File: src/rtl/led_slot_arbiter.sv
// LED slot arbiter: four requesters share a 4-bit LED display in round-robin
// slots. A free-running prescaler produces a slow tick; the controller only
// moves on ticks, showing a heartbeat while idle and a latched pattern while
// a requester owns the LEDs.
module led_slot_arbiter #(
  parameter int unsigned PRESCALE_W = 21,
  parameter int unsigned HOLD_TICKS = 8
) (
  input  logic        clk,
  input  logic        rst,
  input  logic [3:0]  req,
  input  logic [15:0] pat,
  output logic [3:0]  led,
  output logic [3:0]  gnt,
  output logic [3:0]  done,
  output logic        tick
);

  typedef enum logic {StIdle, StShow} state_e;

  localparam logic [PRESCALE_W-1:0] PrescOne = PRESCALE_W'(1);
  localparam logic [7:0]            HoldLast = 8'(HOLD_TICKS - 1);

  logic [PRESCALE_W-1:0] presc_q, presc_d;
  logic                  tick_q, tick_d;
  state_e                state_q, state_d;
  logic                  hb_q, hb_d;
  logic [7:0]            hold_q, hold_d;
  logic [1:0]            last_q, last_d;
  logic [3:0]            pat_q, pat_d;
  logic [3:0]            led_q, led_d;
  logic [3:0]            gnt_q, gnt_d;
  logic [3:0]            done_q, done_d;

  logic                  found;
  logic [1:0]            pick;
  logic                  slot_end;

  // Prescaler: tick is registered, so it is high the cycle after all-ones.
  always_comb begin
    presc_d = presc_q + PrescOne;
    tick_d  = &presc_q;
  end

  // Round-robin search starting just after the most recently granted index.
  always_comb begin
    logic [1:0] cand;
    found = 1'b0;
    pick  = last_q;
    cand  = last_q;
    for (int k = 0; k < 4; k++) begin
      cand = last_q + 2'(k + 1);
      if (!found && req[cand]) begin
        found = 1'b1;
        pick  = cand;
      end
    end
  end

  // The slot ends on a tick when the owner dropped its request or the hold ran out.
  always_comb begin
    slot_end = tick_q && (!req[last_q] || (hold_q == HoldLast));
  end

  // Controller next-state and registered-output logic.
  always_comb begin
    state_d = state_q;
    hb_d    = hb_q;
    hold_d  = hold_q;
    last_d  = last_q;
    pat_d   = pat_q;
    led_d   = led_q;
    gnt_d   = gnt_q;
    done_d  = 4'b0000;
    unique case (state_q)
      StIdle: begin
        gnt_d = 4'b0000;
        led_d = {hb_q, 3'b000};
        if (tick_q) begin
          hb_d  = ~hb_q;
          led_d = {~hb_q, 3'b000};
          if (found) begin
            state_d = StShow;
            pat_d   = pat[{pick, 2'b00} +: 4];
            led_d   = pat[{pick, 2'b00} +: 4];
            gnt_d   = 4'b0001 << pick;
            hold_d  = 8'd0;
            last_d  = pick;
          end
        end
      end
      StShow: begin
        // Pattern was latched at grant; live pat changes never reach the LEDs.
        led_d = pat_q;
        if (tick_q) begin
          hold_d = hold_q + 8'd1;
          if (slot_end) begin
            done_d  = gnt_q;
            gnt_d   = 4'b0000;
            led_d   = {hb_q, 3'b000};
            state_d = StIdle;
          end
        end
      end
      default: begin
        state_d = StIdle;
        gnt_d   = 4'b0000;
      end
    endcase
  end

  // State registers; last resets to 3 so the first grant favours requester 0.
  always_ff @(posedge clk or posedge rst) begin
    if (rst) begin
      presc_q <= '0;
      tick_q  <= 1'b0;
      state_q <= StIdle;
      hb_q    <= 1'b0;
      hold_q  <= 8'd0;
      last_q  <= 2'd3;
      pat_q   <= 4'b0000;
      led_q   <= 4'b0000;
      gnt_q   <= 4'b0000;
      done_q  <= 4'b0000;
    end else begin
      presc_q <= presc_d;
      tick_q  <= tick_d;
      state_q <= state_d;
      hb_q    <= hb_d;
      hold_q  <= hold_d;
      last_q  <= last_d;
      pat_q   <= pat_d;
      led_q   <= led_d;
      gnt_q   <= gnt_d;
      done_q  <= done_d;
    end
  end

  assign led  = led_q;
  assign gnt  = gnt_q;
  assign done = done_q;
  assign tick = tick_q;

endmodule

File: config.mk
export PLATFORM = sky130hd
export DESIGN_NAME = led_slot_arbiter
export DESIGN_NICKNAME = d
export VERILOG_FILES = /design/src/rtl/led_slot_arbiter.sv
export SDC_FILE = /design/constraint.sdc
export NUM_CORES = 1
export LEC_CHECK = 0
export ABC_AREA = 1
export CAP_MARGIN = 20
export CORE_UTILIZATION = 59
export CTS_CLUSTER_SIZE = 25
export DETAILED_ROUTE_END_ITERATION = 16
export PLACE_DENSITY = 0.85
export SLEW_MARGIN = 10
export SYNTH_ARGS = -nofsm -noshare
export SYNTH_HDL_FRONTEND = slang
export SYNTH_SLANG_ARGS = --single-unit
File: constraint.sdc
create_clock -name clk -period 4.4 [get_ports clk]
set_clock_uncertainty 0.1 [all_clocks]
set_input_delay 0.44 -clock clk [delete_from_list [all_inputs] [get_ports clk]]
set_output_delay 0.44 -clock clk [all_outputs]
set_load 0.01 [all_outputs]
* Word-level counts from Yosys, hierarchy flattened
Cells that the tools add are included.
Storage, ports and cells: flip-flop bits (word level) 50, logic and storage cells 80, output and inout port bits 13, input bits 22
Cells by class: shifts and indexed selects 2, $add $sub $neg 5, multiplexer cells 38, order comparisons 4, reduce and logical (&&, ||, !) cells 14, bitwise gates (word level) 2, eq/ne operators 5
Operators with widths (number):
- 2-to-1 mux 4 bit | 11
- 2-to-1 mux 8 bit | 3
- adder 21 x 1 -> 21 bit (second input constant) | 1
- AND reduction 21 bit | 1
- case mux 4 bit (2 select lines) | 2
- case mux 8 bit (2 select lines) | 1
- indexed part select 16 x 5 -> 4 bit | 1
- less-than comparator 2 x 3 -> 1 bit (second input constant) | 4
- 2-to-1 mux 1 bit | 12
- adder 8 x 1 -> 8 bit (second input constant) | 1
- binary-select mux 1 bit (select 2 bit) | 4
- == test 8 x 3 -> 1 bit (second input constant) | 1
- 2-to-1 mux 2 bit | 4
- != test 2 bit (second input constant) | 3
- AND reduction 3 bit | 2
- adder 2 bit (second input constant) | 2
- logical AND 1 bit | 4
- logical NOT 1 bit | 4
- AND reduction 2 bit | 2
- << shifter 1 x 2 -> 4 bit (first input constant) | 1
- adder 2 x 1 -> 2 bit (second input constant) | 1
- != test 2 x 1 -> 1 bit (second input constant) | 1
- NOT 1 bit | 2
- case mux 1 bit (2 select lines) | 1
- logical OR 1 bit | 1

* Depth between registers and ports, before layout
depth after elaboration 17, mapped depth 18, mapped depth without buffers 17

* Least setup slack after synthesis
No wires, ideal clock.
path kind flip-flop to flip-flop, from reg last_q[0], to reg led_q[3], in the netlist led[3], clock period less this slack 1.854 ns, slack 2.546 ns, arrival 1.635 ns, cell stages (with the launch flop) 17, setup time 0.119 ns, cells stage by stage dfstp_2 -> inv_2 -> buf_6 -> nand2_1 -> nand2_2 -> nand2_2 -> nand2_4 -> nor2_1 -> nand3_1 -> nand2_4 -> inv_2 -> nand2_1 -> nand2_1 -> nand2_1 -> nand2_1 -> nand2_1 -> nand2_1
Between the ends: word-level cells in the longest chain between the ends 17
RTL lines:
- from (decl) | line 29 | logic [1:0] last_q, last_d;
- from (signal assigned) | line 131 | last_q <= last_d;
- adder 2 x 1 -> 2 bit | line 52 | cand = last_q + 2'(k + 1);
- binary-select mux 1 bit (select 2 bit) | line 53 | if (!found && req[cand]) begin
- 2-to-1 mux 1 bit (implied by the code) | line 53
- 2-to-1 mux 1 bit | line 53
- logical NOT 1 bit | line 53
- logical AND 1 bit | line 53
- 2-to-1 mux 1 bit | line 53
- logical NOT 1 bit | line 53
- (+2 left out)
- logical NOT 1 bit | line 53
- logical AND 1 bit | line 53
- 2-to-1 mux 2 bit | line 53
- indexed part select 16 x 5 -> 4 bit | line 85 | led_d = pat[{pick, 2'b00} +: 4];
- 2-to-1 mux 4 bit | line 82 | if (found) begin
- 2-to-1 mux 4 bit | line 79 | if (tick_q) begin
- case mux 4 bit (2 select lines) * | line 75 | unique case (state_q)
- net led_d[3] | line 31 | logic [3:0] led_q, led_d;
- to (signal assigned) | line 133 | led_q <= led_d;
- to (decl) | line 31
Mark *: on every way through the listed nets, which the timed path passes. The rest lies on a longest branch. The select of a mux whose other input is x is not followed. A chain may end at the register's enable or synchronous reset.

* Final worst setup path
from reg last_q[0], to reg led_q[2], in the netlist led[2]
The elaborated chain is that of the path after synthesis.

==> results by group <==
Clock tree
  • CTS Buf Count: 5
  • Post-CTS Setup Inserts: 0
  • Worst skew pair latency: around 0.30 ns
  • CTS hold repair buffers: 0
  • Post-CTS Resized: 0
  • CTS tree: built
  • Clk buf depth: 2
  • Sink Count: 50
  • Clk Tree Root Cell: clkbuf_8
  • CTS clock-pin slew for the worst setup and hold paths: ~0.090 ns
  • H-Tree Depth: 2

Synthesis
  • Seq cells post-synth: 50
  • Mapped Cells: between 300 and 400
  • Area contributors post-synth: dfrtp_1 46%, nand2_1 13%, xor2_1 5.4%, inv_1 4.9%, nand2_2 4.3%
  • Ys Warns: 0
  • Yosys top cell area share: a little under half
  • Mapped Area: between 2000 and 3000 µm²
  • Asr flop ratio synth: 100%
  • Leading area contributor after synthesis: dfrtp_1
  • Register area share after synthesis: about half
  • Post-synth EDFFs: 0
  • Synth Flop Type: dfrtp_1
  • Mapped Nets: between 300 and 400
  • Unique masters post-synth: 31
  • Syn avg cell area: ~8 µm²

Place
  • Placed wire-length estimate: around 4100 µm
  • PortBufs: 34
  • GP Congestion: roughly 0.95

Drt
  • Wire per inst: around 14 µm
  • DR iter-0 viols: between 150 and 200
  • Vias: between 2000 and 2500
  • DR pass1 iterations: 4
  • Final antenna-violating net count: 0
  • Detailed-route vias per instance: 5.44
  • WL final: between 5000 and 6000 µm
  • DRC: 0

Timing
  • Fin crit share: a little over half
  • Fin. Hold Viols: 0
  • Hold WS: roughly 0.27 ns
  • Max Slew Vio Count: 0
  • Final setup fails: 0
  • Highest clock rate: roughly 430 MHz
  • Slew @ Worst Pin: 0.348 ns
  • Crit path time final: roughly 2.3 ns
  • Slew margin rel.: around 77%
  • Fin Setup TNS: 0 ns
  • RSZ-0062 raised after global routing: false

Global route
  • Initial antenna violation count: 0
  • Pin count of the biggest net entering global routing: slightly above 50
  • Total gr overflow: 0
  • Number of global-route vias before repair: approximately 2100
  • Gr usage total: 27.6%
  • First-pass GRT wire length: just over 9000 µm

Critical path
  • CP Class: reg2reg
  • Critical Path, Cell by Cell: inv_2 -> nand2_1 -> nand2_2 -> nand2_2 -> nand2_4 -> inv_4 -> nand3_1 -> nand3_2 -> nand2_4 -> inv_2 -> o21ai_1 -> o21ai_1 -> nand2_1 -> nand2_1
  • Critical path peak fanout: 12
  • Most frequent CP cell: nand2_1
  • WP data arrival: 2.48 ns
  • Worst EP required: 4.54 ns
  • Startpoint Class: flop
  • Kind of end point of the critical path: flop
  • Max incr delay on CP: ~0.69 ns
  • Crit-path slowest cell: dfstp_2

Floorplan
  • Core Region: 4120 µm²
  • IO Count: 35
  • Die Wd: around 70 µm
  • Die area: about 4700 µm²
  • Die height: 68.4 µm
  • Initial Util: between 60% and 70%
  • Rows: 23

Final layout
  • Ant. Diodes: 0
  • Final #Nets: about 380
  • Area delta synth->final: 19.4%
  • Layout cells sized above 1: between 10% and 20%

Power
  • VDD IR max: ~0.28 mV
  • P per Cell Area: approximately 270 nW/µm²
  • Leakage: between 0.0015 and 0.002 µW

Flow run
  • Max cap viols: 0

Hold path
  • Hold WC Path Type: in2async

Status
  • Status: completed
-- registers in the layout (all words and copies together) (netlist names) --
| name | flops |
|---|---|
| led | 4 |
| last_q | 2 |
| tick | 1 |
| hb_q | 1 |
| presc_q | 21 |
| state_q | 1 |
| gnt | 4 |
| hold_q | 8 |
| done | 4 |
| pat_q | 4 |
-- area by class of cell --
| class | instances | area [µm²] |
|---|---|---|
| clock buffer | 5 | 68.8 |
| clock inverter | 3 | 43.8 |
| fill | 289 | 1010 |
| inverter | 40 | 158 |
| multi-input combinational | 226 | 1160 |
| sequential | 50 | 1250 |
| tap | 50 | 62.6 |
| timing repair buffer | 35 | 360 |
-- cells in the mapped netlist (3+ instances only) --
master    n
nand2_1  89
inv_1    34
nor3_1    6
a21oi_1   6
nand2_2  18
xor2_1   16
nand3_1  22
nand2_4   3
dfrtp_1  48
o21ai_0   7
nor2_1   25
nand4_1   4
xnor2_1   4
o21ai_1  10
inv_2     4
-- worst paths after layout --
path / start / slack, ns / cells after the start / endpoint
max in group asynchronous: rst / 3.40 / 3 / last_q[0]
worst max-delay path: last_q[0] / 2.07 / 14 / led[2]
min in group clk: presc_q[0] / 0.35 / 1 / presc_q[0]
worst min register to register: presc_q[0] / 0.35 / 1 / presc_q[0]
worst min-delay path: rst / 0.27 / 2 / led[1]
worst max register to register: last_q[0] / 2.07 / 14 / led[2]
-- layout by cell type (no fill, tap or decap), types with 3 or more instances in the layout --
cell              n
dfrtp_1          48
nand4_1           4
inv_2             5
o21ai_0           7
xor2_1           16
nand2_2          18
o21ai_1          10
nor3_1            6
xnor2_1           4
a21oi_1           6
clkbuf_8          5
nor2_1           25
nand3_1          22
clkdlybuf4s50_1  34
nand2_4           3
nand2_1          89
inv_1            33
-- power by group --
group	switching, µW	total [µW]	leakage [µW]	internal (µW)
Sequential	0.410	460	0.000610	460
Clock	148	318	0.0000585	170
Combinational	41.5	73.6	0.000945	32.1
-- worst max-delay path: cells and delay by family (launching register included) --
family / cells / cell delay (ns)
buf+inv: 3 / 0.35
flops: 1 / 0.69
simple gates: 9 / 0.83
compound gates: 2 / 0.30
-- metrics by stage --
stage / utilization [%] / worst slack [ns] / std cells / power, µW / cell area (µm²)
after detailed placement: 72.3 / 2.03 / 400 / 539 / 2980
after CTS: 75.1 / 2.11 / 408 / 855 / 3090
after global routing: 75.6 / 1.92 / 409 / 888 / 3110
after global placement: 72.3 / 2.04 / 400 / 538 / 2980
final: 75.6 / 2.07 / 409 / 852 / 3110
after floorplan: - / 2.55 / 319 / 508 / 2600
-- logic make-up (layout without fill, tap and decap cells) --
| kind of cell | after synthesis | count (layout) | share of synthesized area [%] |
|---|---|---|---|
| buffers and inverters | 43 | 83 | 7.21 |
| XOR/XNOR | 20 | 20 | 6.73 |
| AO/OA/AOI/OAI | 29 | 29 | 6.15 |
| adder cells (fa/ha/maj) | 2 | 2 | 0.961 |
| flip-flops | 50 | 50 | 48.1 |
| AND/OR/NAND/NOR | 175 | 175 | 30.8 |
-- layer usage --
metal  part of all wire (%)  track usage [%]  vias to the layer above
met5                      0                0                        -
met3                    5.2             6.33                       12
li1                       -                -                     1085
met2                     49             44.6                       74
met4                    1.7             7.03                        0
met1                     45             37.3                     1053
No activity file was read; power rests on OpenSTA's default activity.
